==> src/rtl/mem_port_arbiter_if.sv <==
// mem_port_arbiter_if
// Bundles the three sides of the shared memory port arbiter:
//   fetch requester   : IF_Req, IF_Addr -> IF_Ready, IF_RData
//   load/store side   : MEM_Req, MEM_We, MEM_Addr, MEM_WData -> MEM_Ready, MEM_RData
//   memory port       : Mem_En, Mem_We, Mem_Addr, Mem_WData -> Mem_RData, Mem_Ack
//   status            : Bus_Err, Pipe_Stall
// The slave modport is the arbiter's view; the master modport is the view of
// everything around it (requesters and memory).
interface mem_port_arbiter_if #(
    parameter int ADDR_W = 32,
    parameter int DATA_W = 32
);
    logic              IF_Req;
    logic [ADDR_W-1:0] IF_Addr;
    logic              IF_Ready;
    logic [DATA_W-1:0] IF_RData;

    logic              MEM_Req;
    logic              MEM_We;
    logic [ADDR_W-1:0] MEM_Addr;
    logic [DATA_W-1:0] MEM_WData;
    logic              MEM_Ready;
    logic [DATA_W-1:0] MEM_RData;

    logic              Bus_Err;

    logic              Mem_En;
    logic              Mem_We;
    logic [ADDR_W-1:0] Mem_Addr;
    logic [DATA_W-1:0] Mem_WData;
    logic [DATA_W-1:0] Mem_RData;
    logic              Mem_Ack;

    logic              Pipe_Stall;

    modport slave (
        input  IF_Req, IF_Addr,
        input  MEM_Req, MEM_We, MEM_Addr, MEM_WData,
        input  Mem_RData, Mem_Ack,
        output IF_Ready, IF_RData,
        output MEM_Ready, MEM_RData,
        output Bus_Err,
        output Mem_En, Mem_We, Mem_Addr, Mem_WData,
        output Pipe_Stall
    );

    modport master (
        output IF_Req, IF_Addr,
        output MEM_Req, MEM_We, MEM_Addr, MEM_WData,
        output Mem_RData, Mem_Ack,
        input  IF_Ready, IF_RData,
        input  MEM_Ready, MEM_RData,
        input  Bus_Err,
        input  Mem_En, Mem_We, Mem_Addr, Mem_WData,
        input  Pipe_Stall
    );
endinterface

==> src/rtl/mem_port_arbiter.sv <==
// mem_port_arbiter
// Shares one unified memory port between instruction fetch (IF) and the
// MEM-stage load/store path. MEM has fixed priority because it carries the
// older instruction. One access is outstanding at a time; the granted request
// is latched, the memory ack is awaited with a timeout, and read data is
// returned to the granted requester with a one-cycle Ready pulse.
// Ports:
//   Clk  - clock, rising edge
//   Rst  - asynchronous active-low reset
//   bus  - mem_port_arbiter_if.slave (requester, memory and status signals)
//
// state    | meaning
// ---------+------------------------------------------------------------
// IDLE     | no access in flight; arbitrate MEM over IF
// BUSY_MEM | load/store on the memory port, waiting for Mem_Ack
// BUSY_IF  | fetch on the memory port, waiting for Mem_Ack
module mem_port_arbiter #(
    parameter int ADDR_W   = 32,
    parameter int DATA_W   = 32,
    parameter int MAX_WAIT = 15
) (
    input  logic              Clk,
    input  logic              Rst,
    mem_port_arbiter_if.slave bus
);

    typedef enum logic [1:0] {
        IDLE     = 2'd0,
        BUSY_MEM = 2'd1,
        BUSY_IF  = 2'd2
    } ArbState;

    // Timeout fires on the edge where the counter would reach MAX_WAIT,
    // giving exactly MAX_WAIT busy cycles without an ack.
    localparam logic [7:0] WAIT_LAST = 8'(MAX_WAIT - 1);

    ArbState    state;
    logic [7:0] waitCnt;
    logic       timedOut;
    logic       accessDone;
    logic       readyPending;

    assign timedOut     = (waitCnt == WAIT_LAST);
    assign accessDone   = bus.Mem_Ack | timedOut;
    // A requester still holds Req during its Ready cycle, so arbitration is
    // skipped in that cycle to avoid re-serving the same request.
    assign readyPending = bus.IF_Ready | bus.MEM_Ready;

    assign bus.Pipe_Stall = (bus.IF_Req & ~bus.IF_Ready) | (bus.MEM_Req & ~bus.MEM_Ready);

    always_ff @(posedge Clk or negedge Rst) begin
        if (!Rst) begin
            state         <= IDLE;
            waitCnt       <= 8'd0;
            bus.IF_Ready  <= 1'b0;
            bus.IF_RData  <= {DATA_W{1'b0}};
            bus.MEM_Ready <= 1'b0;
            bus.MEM_RData <= {DATA_W{1'b0}};
            bus.Bus_Err   <= 1'b0;
            bus.Mem_En    <= 1'b0;
            bus.Mem_We    <= 1'b0;
            bus.Mem_Addr  <= {ADDR_W{1'b0}};
            bus.Mem_WData <= {DATA_W{1'b0}};
        end else begin
            bus.IF_Ready  <= 1'b0;
            bus.IF_RData  <= {DATA_W{1'b0}};
            bus.MEM_Ready <= 1'b0;
            bus.MEM_RData <= {DATA_W{1'b0}};
            bus.Bus_Err   <= 1'b0;

            case (state)
                IDLE: begin
                    waitCnt <= 8'd0;
                    if (!readyPending) begin
                        if (bus.MEM_Req) begin
                            state         <= BUSY_MEM;
                            bus.Mem_En    <= 1'b1;
                            bus.Mem_We    <= bus.MEM_We;
                            bus.Mem_Addr  <= bus.MEM_Addr;
                            bus.Mem_WData <= bus.MEM_WData;
                        end else if (bus.IF_Req) begin
                            state         <= BUSY_IF;
                            bus.Mem_En    <= 1'b1;
                            bus.Mem_We    <= 1'b0;
                            bus.Mem_Addr  <= bus.IF_Addr;
                            bus.Mem_WData <= {DATA_W{1'b0}};
                        end
                    end
                end

                BUSY_MEM, BUSY_IF: begin
                    if (accessDone) begin
                        if (state == BUSY_MEM) begin
                            bus.MEM_Ready <= 1'b1;
                            // Stores and timed-out accesses return zero.
                            bus.MEM_RData <= (bus.Mem_Ack && !bus.Mem_We) ? bus.Mem_RData
                                                                          : {DATA_W{1'b0}};
                        end else begin
                            bus.IF_Ready <= 1'b1;
                            bus.IF_RData <= bus.Mem_Ack ? bus.Mem_RData : {DATA_W{1'b0}};
                        end
                        bus.Bus_Err   <= ~bus.Mem_Ack;
                        state         <= IDLE;
                        waitCnt       <= 8'd0;
                        bus.Mem_En    <= 1'b0;
                        bus.Mem_We    <= 1'b0;
                        bus.Mem_Addr  <= {ADDR_W{1'b0}};
                        bus.Mem_WData <= {DATA_W{1'b0}};
                    end else begin
                        waitCnt <= waitCnt + 8'd1;
                    end
                end

                default: begin
                    state         <= IDLE;
                    waitCnt       <= 8'd0;
                    bus.Mem_En    <= 1'b0;
                    bus.Mem_We    <= 1'b0;
                    bus.Mem_Addr  <= {ADDR_W{1'b0}};
                    bus.Mem_WData <= {DATA_W{1'b0}};
                end
            endcase
        end
    end

endmodule
==> src/flat_wrapper.sv <==
// flat-port wrapper written by rule: the top's interface ports become plain ports
module mem_port_arbiter_flat 
#(
    parameter int ADDR_W   = 32,
    parameter int DATA_W   = 32,
    parameter int MAX_WAIT = 15
)
  (Clk, Rst, bus_IF_Req, bus_IF_Addr, bus_MEM_Req, bus_MEM_We, bus_MEM_Addr, bus_MEM_WData, bus_Mem_RData, bus_Mem_Ack, bus_IF_Ready, bus_IF_RData, bus_MEM_Ready, bus_MEM_RData, bus_Bus_Err, bus_Mem_En, bus_Mem_We, bus_Mem_Addr, bus_Mem_WData, bus_Pipe_Stall);
  mem_port_arbiter_if #(.ADDR_W(ADDR_W), .DATA_W(DATA_W)) bus_i ();
  input  logic Clk;
  input  logic Rst;
  input wire logic [$bits(bus_i.IF_Req)-1:0] bus_IF_Req;
  input wire logic [$bits(bus_i.IF_Addr)-1:0] bus_IF_Addr;
  input wire logic [$bits(bus_i.MEM_Req)-1:0] bus_MEM_Req;
  input wire logic [$bits(bus_i.MEM_We)-1:0] bus_MEM_We;
  input wire logic [$bits(bus_i.MEM_Addr)-1:0] bus_MEM_Addr;
  input wire logic [$bits(bus_i.MEM_WData)-1:0] bus_MEM_WData;
  input wire logic [$bits(bus_i.Mem_RData)-1:0] bus_Mem_RData;
  input wire logic [$bits(bus_i.Mem_Ack)-1:0] bus_Mem_Ack;
  output wire logic [$bits(bus_i.IF_Ready)-1:0] bus_IF_Ready;
  output wire logic [$bits(bus_i.IF_RData)-1:0] bus_IF_RData;
  output wire logic [$bits(bus_i.MEM_Ready)-1:0] bus_MEM_Ready;
  output wire logic [$bits(bus_i.MEM_RData)-1:0] bus_MEM_RData;
  output wire logic [$bits(bus_i.Bus_Err)-1:0] bus_Bus_Err;
  output wire logic [$bits(bus_i.Mem_En)-1:0] bus_Mem_En;
  output wire logic [$bits(bus_i.Mem_We)-1:0] bus_Mem_We;
  output wire logic [$bits(bus_i.Mem_Addr)-1:0] bus_Mem_Addr;
  output wire logic [$bits(bus_i.Mem_WData)-1:0] bus_Mem_WData;
  output wire logic [$bits(bus_i.Pipe_Stall)-1:0] bus_Pipe_Stall;
  assign bus_i.IF_Req = bus_IF_Req;
  assign bus_i.IF_Addr = bus_IF_Addr;
  assign bus_i.MEM_Req = bus_MEM_Req;
  assign bus_i.MEM_We = bus_MEM_We;
  assign bus_i.MEM_Addr = bus_MEM_Addr;
  assign bus_i.MEM_WData = bus_MEM_WData;
  assign bus_i.Mem_RData = bus_Mem_RData;
  assign bus_i.Mem_Ack = bus_Mem_Ack;
  assign bus_IF_Ready = bus_i.IF_Ready;
  assign bus_IF_RData = bus_i.IF_RData;
  assign bus_MEM_Ready = bus_i.MEM_Ready;
  assign bus_MEM_RData = bus_i.MEM_RData;
  assign bus_Bus_Err = bus_i.Bus_Err;
  assign bus_Mem_En = bus_i.Mem_En;
  assign bus_Mem_We = bus_i.Mem_We;
  assign bus_Mem_Addr = bus_i.Mem_Addr;
  assign bus_Mem_WData = bus_i.Mem_WData;
  assign bus_Pipe_Stall = bus_i.Pipe_Stall;
  mem_port_arbiter #(.ADDR_W(ADDR_W), .DATA_W(DATA_W), .MAX_WAIT(MAX_WAIT)) u_core (.Clk(Clk), .Rst(Rst), .bus(bus_i));
endmodule
==> config.mk <==
export PLATFORM = sky130hd
export DESIGN_NAME = mem_port_arbiter_flat
export DESIGN_NICKNAME = d
export VERILOG_FILES = /design/src/rtl/mem_port_arbiter_if.sv /design/src/rtl/mem_port_arbiter.sv /design/src/flat_wrapper.sv
export SDC_FILE = /design/constraint.sdc
export NUM_CORES = 1
export LEC_CHECK = 0
export CORE_MARGIN = 1.5
export CORE_UTILIZATION = 41
export DETAILED_ROUTE_END_ITERATION = 10
export GPL_TIMING_DRIVEN = 0
export PLACE_DENSITY = 0.8
export SKIP_LAST_GASP = 1
export SYNTH_ARGS = -nofsm -noshare
export SYNTH_HDL_FRONTEND = slang
export SYNTH_SLANG_ARGS = --single-unit
==> constraint.sdc <==
create_clock -name Clk -period 2.5 [get_ports Clk]
set_input_delay 0.5 -clock Clk [delete_from_list [all_inputs] [get_ports Clk]]
set_output_delay 0.5 -clock Clk [all_outputs]
set_load 0.01 [all_outputs]
==> flow_summary.json, run 1 <==
{
  "status": "finished, final reports clean",
  "syn_avg_cell_area_um2": 11.0,
  "endpoint_kind": "primary output",
  "ioPinCount": 268,
  "yosys.area_share.adder_pct": 0.865,
  "place_hpwl_mm": 12.6,
  "synth_nets": 666,
  "r2r_cells": 6,
  "synth_edf_count": 0,
  "finalInstanceArea_um2": 9300,
  "post_cts.resized_instances": 0,
  "synth_seq_cells": 143,
  "peakVddDrop_mv": 0.524,
  "overflow": 0,
  "via_count": 4969,
  "portBuffers": 266,
  "numCtsBuffers": 17,
  "initial_core_util_pct": 41.8,
  "avgViaCountPerCell": 4.93,
  "synth-warning-count": 0,
  "worst_pin_slew_ns": 0.902,
  "finalSetupTns_ns": 0,
  "cts_tree": "built",
  "seq_area_frac_synth_pct": 61.9,
  "grt_max_degree": 76,
  "route.detailed.drc": 0,
  "synth_top_family_by_area": "simple AND/OR/NAND/NOR gates",
  "final_antenna_net_count": 0,
  "layout_commonest_cell": "clkdlybuf4s50_1",
  "crit_type": "in2out",
  "synth-main-ff-cell": "dfrtp_1",
  "worstPathRequired_ns": 2.00,
  "fp.dieH_um": 122,
  "worstPathCellList": "clkdlybuf4s50_1, inv_1, o22ai_1, clkdlybuf4s50_1",
  "cts_setup_buffers": 0,
  "clockRootBuffer": "clkbuf_16",
  "drt_iter0_drc": 259,
  "setup_viol": 0,
  "crit_top_cell": "clkdlybuf4s50_1",
  "p_leak_nw": 4.03,
  "powerDensity_nw_per_um2": 1020,
  "die_area_um2": 14800,
  "max_cap_violations": 0,
  "drv_slew": 0,
  "layout_common_cells": "clkdlybuf4s50_1, dfrtp_1, o21ai_0",
  "critPathMaxFanout": 2,
  "antenna_cells": 0,
  "rsz0062_at_grt": "false",
  "drt_pre_antenna_iters": 4,
  "path_clk_slew_ns": 0.06,
  "grt_pass1_vias": 5290,
  "hold_buffers": 0,
  "die_x_um": 122,
  "placement_rows": 43,
  "fin_nets": 952,
  "grt_use_total_pct": 23.4,
  "routedWlPerCell_um": 16.9,
  "cts_sinks": 143,
  "max_stage_delay_ns": 0.61,
  "post-route-min-period_ns": 2.31,
  "synth.distinct_cells": 30,
  "hold_violations": 0,
  "cts_buffer_depth": 2,
  "crit_arrival_ns": 1.81,
  "antenna_found_initial": 0,
  "synth_compound_area_share_pct": 12.0,
  "max_freq_mhz": 432,
  "hold_path.class": "in2async",
  "core_um2": 13800,
  "drive_gt1_share_pct": 9.55,
  "area_growth_pct": 60.8,
  "grt_pass1_wl_mm": 26.4,
  "yosys.area_share.xor_xnor_pct": 0.908,
  "yosys.area_share.simple_pct": 13.9,
  "slew_headroom_pct": 39.4,
  "ys_async_sr_fraction_pct": 100,
  "clock_latency_ns": 0.42,
  "routed_wl_mm": 17.0,
  "syn_area_um2": 5790,
  "dpl_cell_area_um2": 8700,
  "gp_congestion": 0.786,
  "htreeDepth": 4,
  "period_share_pct": 92.5,
  "syn_inst": 528,
  "synth.mux.area_fraction_pct": 6.75,
  "slowest_stage": "clkdlybuf4s50_1",
  "fin_skew_ns": 0.00579,
  "crit_path_start_kind": "primary input"
}
## state kept, by name (all words and copies together) (netlist names)
register              count
u_core.state              2
u_core.bus.IF_Ready       1
u_core.bus.Mem_Addr      32
u_core.bus.Mem_WData     32
u_core.waitCnt            8
u_core.bus.MEM_Ready      1
u_core.bus.Mem_We         1
u_core.bus.Mem_En         1
u_core.bus.Bus_Err        1
u_core.bus.MEM_RData     32
u_core.bus.IF_RData      32
## kinds of logic after synthesis
family	count (synthesis)
multiplexers	34
buffers and inverters	46
adder cells (fa/ha/maj)	4
AND/OR/NAND/NOR	158
XOR/XNOR	6
AO/OA/AOI/OAI	137
flip-flops	143
## cell usage after synthesis, drive strengths merged, types with 2 or more instances
master | n | area, um2
ha | 4 | 50.1
a21oi | 2 | 13.8
mux2 | 34 | 390
clkbuf | 31 | 116
dfrtp | 143 | 3580
and2 | 66 | 413
nand4 | 3 | 18.8
nand2 | 68 | 255
inv | 6 | 22.5
nand2b | 2 | 12.5
buf | 9 | 72.6
xor2 | 5 | 43.8
nor2 | 12 | 45.0
o21ai | 132 | 661
## area by class of cell
| cell class | count | area, um2 |
|---|---|---|
| buffer | 40 | 190 |
| clock buffer | 19 | 433 |
| clock inverter | 13 | 166 |
| fill | 1019 | 4520 |
| inverter | 6 | 22.5 |
| multi-input combinational | 339 | 2000 |
| sequential | 143 | 3580 |
| tap | 180 | 225 |
| timing repair buffer | 267 | 2690 |
## stage by stage
stage	hold WS, ns	setup slack [ns]	cells	power (mW)	util, %
CTS	0.0946	0.0265	1007	9.56	67.3
floorplan	0.204	0.696	528	4.89	-
global placement	0.490	-4.40	974	6.84	62.7
finish	0.0682	0.187	1007	9.46	67.3
detailed placement	0.503	0.0239	975	6.97	62.9
global route	0.118	0.0863	1007	10.0	67.3
## layer usage
| metal | part of all wire, % | GRT usage (%) |
|---|---|---|
| met5 | 0 | 0 |
| met4 | 2.4 | 8.68 |
| met3 | 12 | 11.0 |
| met2 | 48 | 40.3 |
| met1 | 37 | 24.8 |
## worst max-delay path, delay by kind of cell
family / cells / cell delay (ns)
buffers and inverters: 3 / 1.13
AOI/OAI and AO/OA: 1 / 0.18
## report_power, final
group          internal, mW  total [mW]  switching, mW
Clock                  1.57        2.54          0.970
Combinational          1.80        3.66           1.86
Sequential             2.95        3.26          0.318
## path summary, 6_finish.rpt
| check | startpoint | to | slack [ns] |
|---|---|---|---|
| worst max-delay path | bus_IF_Req | bus_Pipe_Stall | 0.19 |
| worst min-delay path | Rst | u_core.bus.Mem_Addr[27]$_DFFE_PN0P_ | 0.07 |
| worst max register to register | u_core.state[0]$_DFFE_PN0P_ | u_core.bus.MEM_RData[4]$_DFF_PN0_ | 0.29 |
| max in group asynchronous | Rst | u_core.bus.MEM_RData[27]$_DFF_PN0_ | 1.65 |
| worst min register to register | u_core.bus.Mem_WData[6]$_DFFE_PN0P_ | u_core.bus.Mem_WData[6]$_DFFE_PN0P_ | 0.51 |
| min in group Clk | u_core.bus.Mem_WData[6]$_DFFE_PN0P_ | u_core.bus.Mem_WData[6]$_DFFE_PN0P_ | 0.51 |
Power figures use the tool's default switching activity.
==> run 2, diff against run 1 <==
--- a/config.mk
+++ b/config.mk
@@ -5,8 +5,10 @@
 export SDC_FILE = /design/constraint.sdc
 export NUM_CORES = 1
 export LEC_CHECK = 0
+export CORE_ASPECT_RATIO = 0.9
 export CORE_MARGIN = 1.5
 export CORE_UTILIZATION = 41
+export CTS_CLUSTER_SIZE = 28
 export DETAILED_ROUTE_END_ITERATION = 10
 export GPL_TIMING_DRIVEN = 0
 export PLACE_DENSITY = 0.8
==> flow_summary.json, run 2 (synthesis gave the netlist of run 1 again) <==
{
  "path_clk_slew_ns": 0.06,
  "post_cts.resized_instances": 0,
  "grt_max_degree": 81,
  "antenna_found_initial": 0,
  "peakVddDrop_mv": 0.624,
  "fin_skew_ns": 0.00572,
  "drive_gt1_share_pct": 9.58,
  "crit_type": "in2out",
  "routedWlPerCell_um": 16.9,
  "numCtsBuffers": 17,
  "crit_arrival_ns": 1.78,
  "final_cells": 1014,
  "avgViaCountPerCell": 4.91,
  "rsz0062_at_grt": "false",
  "rr_startpoint": "u_core.state[1]$_DFFE_PN0P_",
  "max_cap_violations": 0,
  "clock_latency_ns": 0.42,
  "worst_slack_ns": 0.224,
  "endpoint_kind": "primary output",
  "htreeDepth": 4,
  "initial_core_util_pct": 42.7,
  "crit_path_start_kind": "primary input",
  "place_hpwl_mm": 12.9,
  "drt_iter0_drc": 250,
  "r2r_cells": 8,
  "max_freq_mhz": 439,
  "worstPathRequired_ns": 2.00,
  "cts_tree": "built",
  "whs_ns": 0.0737,
  "powerDensity_nw_per_um2": 1040,
  "final_antenna_net_count": 0,
  "core_um2": 13600,
  "grt_pass1_vias": 5169,
  "critPathMaxFanout": 2,
  "cts_buffer_depth": 2,
  "status": "finished, final reports clean",
  "slew_headroom_pct": 38.5,
  "setup_viol": 0,
  "worst_pin_slew_ns": 0.915,
  "drv_slew": 0,
  "worst-r2r-setup-slack_ns": 0.29,
  "reg2reg_to": "u_core.bus.Mem_Addr[4]$_DFFE_PN0P_",
  "clockRootBuffer": "clkbuf_16",
  "layout_common_cells": "clkdlybuf4s50_1, dfrtp_1, o21ai_0",
  "period_share_pct": 91.0,
  "total_power_mw": 9.81,
  "p_leak_nw": 4.07,
  "antenna_cells": 0,
  "layout_commonest_cell": "clkdlybuf4s50_1",
  "placement_rows": 40,
  "fin_nets": 951,
  "grt_use_total_pct": 23.4,
  "hold_path.class": "in2async",
  "via_count": 4976,
  "pre_cts_slack_ns": 0.0126,
  "ioPinCount": 268,
  "drt_pre_antenna_iters": 5,
  "post-route-min-period_ns": 2.28,
  "gp_congestion": 0.791,
  "die_x_um": 128,
  "grt_pass1_wl_mm": 26.2,
  "area_growth_pct": 62.3,
  "hold_violations": 0,
  "routed_wl_mm": 17.1,
  "cts_sinks": 143,
  "die_area_um2": 14800,
  "overflow": 0,
  "portBuffers": 266,
  "dp.cells": 984,
  "route.detailed.drc": 0,
  "fp.dieH_um": 116
}
run 2: changes by cell type in the layout (fill, tap and decap cells not counted), sizes merged:
cell,delta
clkbuf,-1
clkinvlp,-1
inv,+3
clkinv,-6
bufinv,+3
run 2: what timing repair did:
action | CTS | global route
hold buffers | 0 | 0
hold endpoints to repair | 0 | 0
setup buffers | 0 | 0
setup endpoints to repair | 0 | 1
run 2: how the worst max path moves through the flow:
| stage | cells after the start | start | to |
|---|---|---|---|
| finish | 4 | bus_IF_Req | bus_Pipe_Stall |
| detailed placement | 5 | bus_MEM_Req | bus_Pipe_Stall |
| CTS | 5 | bus_MEM_Req | bus_Pipe_Stall |
| floorplan | 8 | u_core.waitCnt[0]$_DFF_PN0_ | u_core.bus.Mem_En$_DFFE_PN0P_ |
| global route | 8 | u_core.state[0]$_DFFE_PN0P_ | u_core.bus.Mem_Addr[29]$_DFFE_PN0P_ |
| global placement | 1 | Rst | u_core.bus.Mem_Addr[4]$_DFFE_PN0P_ |
run 2: critical path, cell delays in order:
cell             delay, ns
clkdlybuf4s50_1       0.48
inv_1                 0.04
o22ai_1               0.16
clkdlybuf4s50_1       0.59
run 2: per-layer routing:
| metal | vias up | part of all wire (%) | global-route usage [%] |
|---|---|---|---|
| met2 | 231 | 51 | 41.6 |
| met1 | 2378 | 37 | 24.9 |
| met4 | 0 | 2.5 | 9.66 |
| met5 | - | 0 | 0 |
| met3 | 34 | 9.5 | 9.33 |
| li1 | 2333 | - | - |
run 2: final cells by class:
cell class                 instances  area, um2
fill                             987       4170
sequential                       143       3580
timing repair buffer             267       2690
multi-input combinational        339       2000
clock buffer                      19        453
tap                              189        236
clock inverter                    12        230
buffer                            39        185
inverter                           6       22.5
run 2: power by group:
group / leakage (nW) / switching [mW] / internal [mW] / total (mW)
combinational: 1.82 / 1.87 / 1.80 / 3.67
clock: 0.327 / 0.962 / 1.93 / 2.89
sequential: 1.93 / 0.303 / 2.95 / 3.25
run 2: per-stage QoR:
step	utilization, %	cell area [um2]	TNS (ns)
after floorplan	-	5790	0
after global placement	64.0	8680	-625.97
after detailed placement	64.2	8710	0
after CTS	69.3	9400	0
after global routing	69.3	9390	0
final	69.3	9390	0
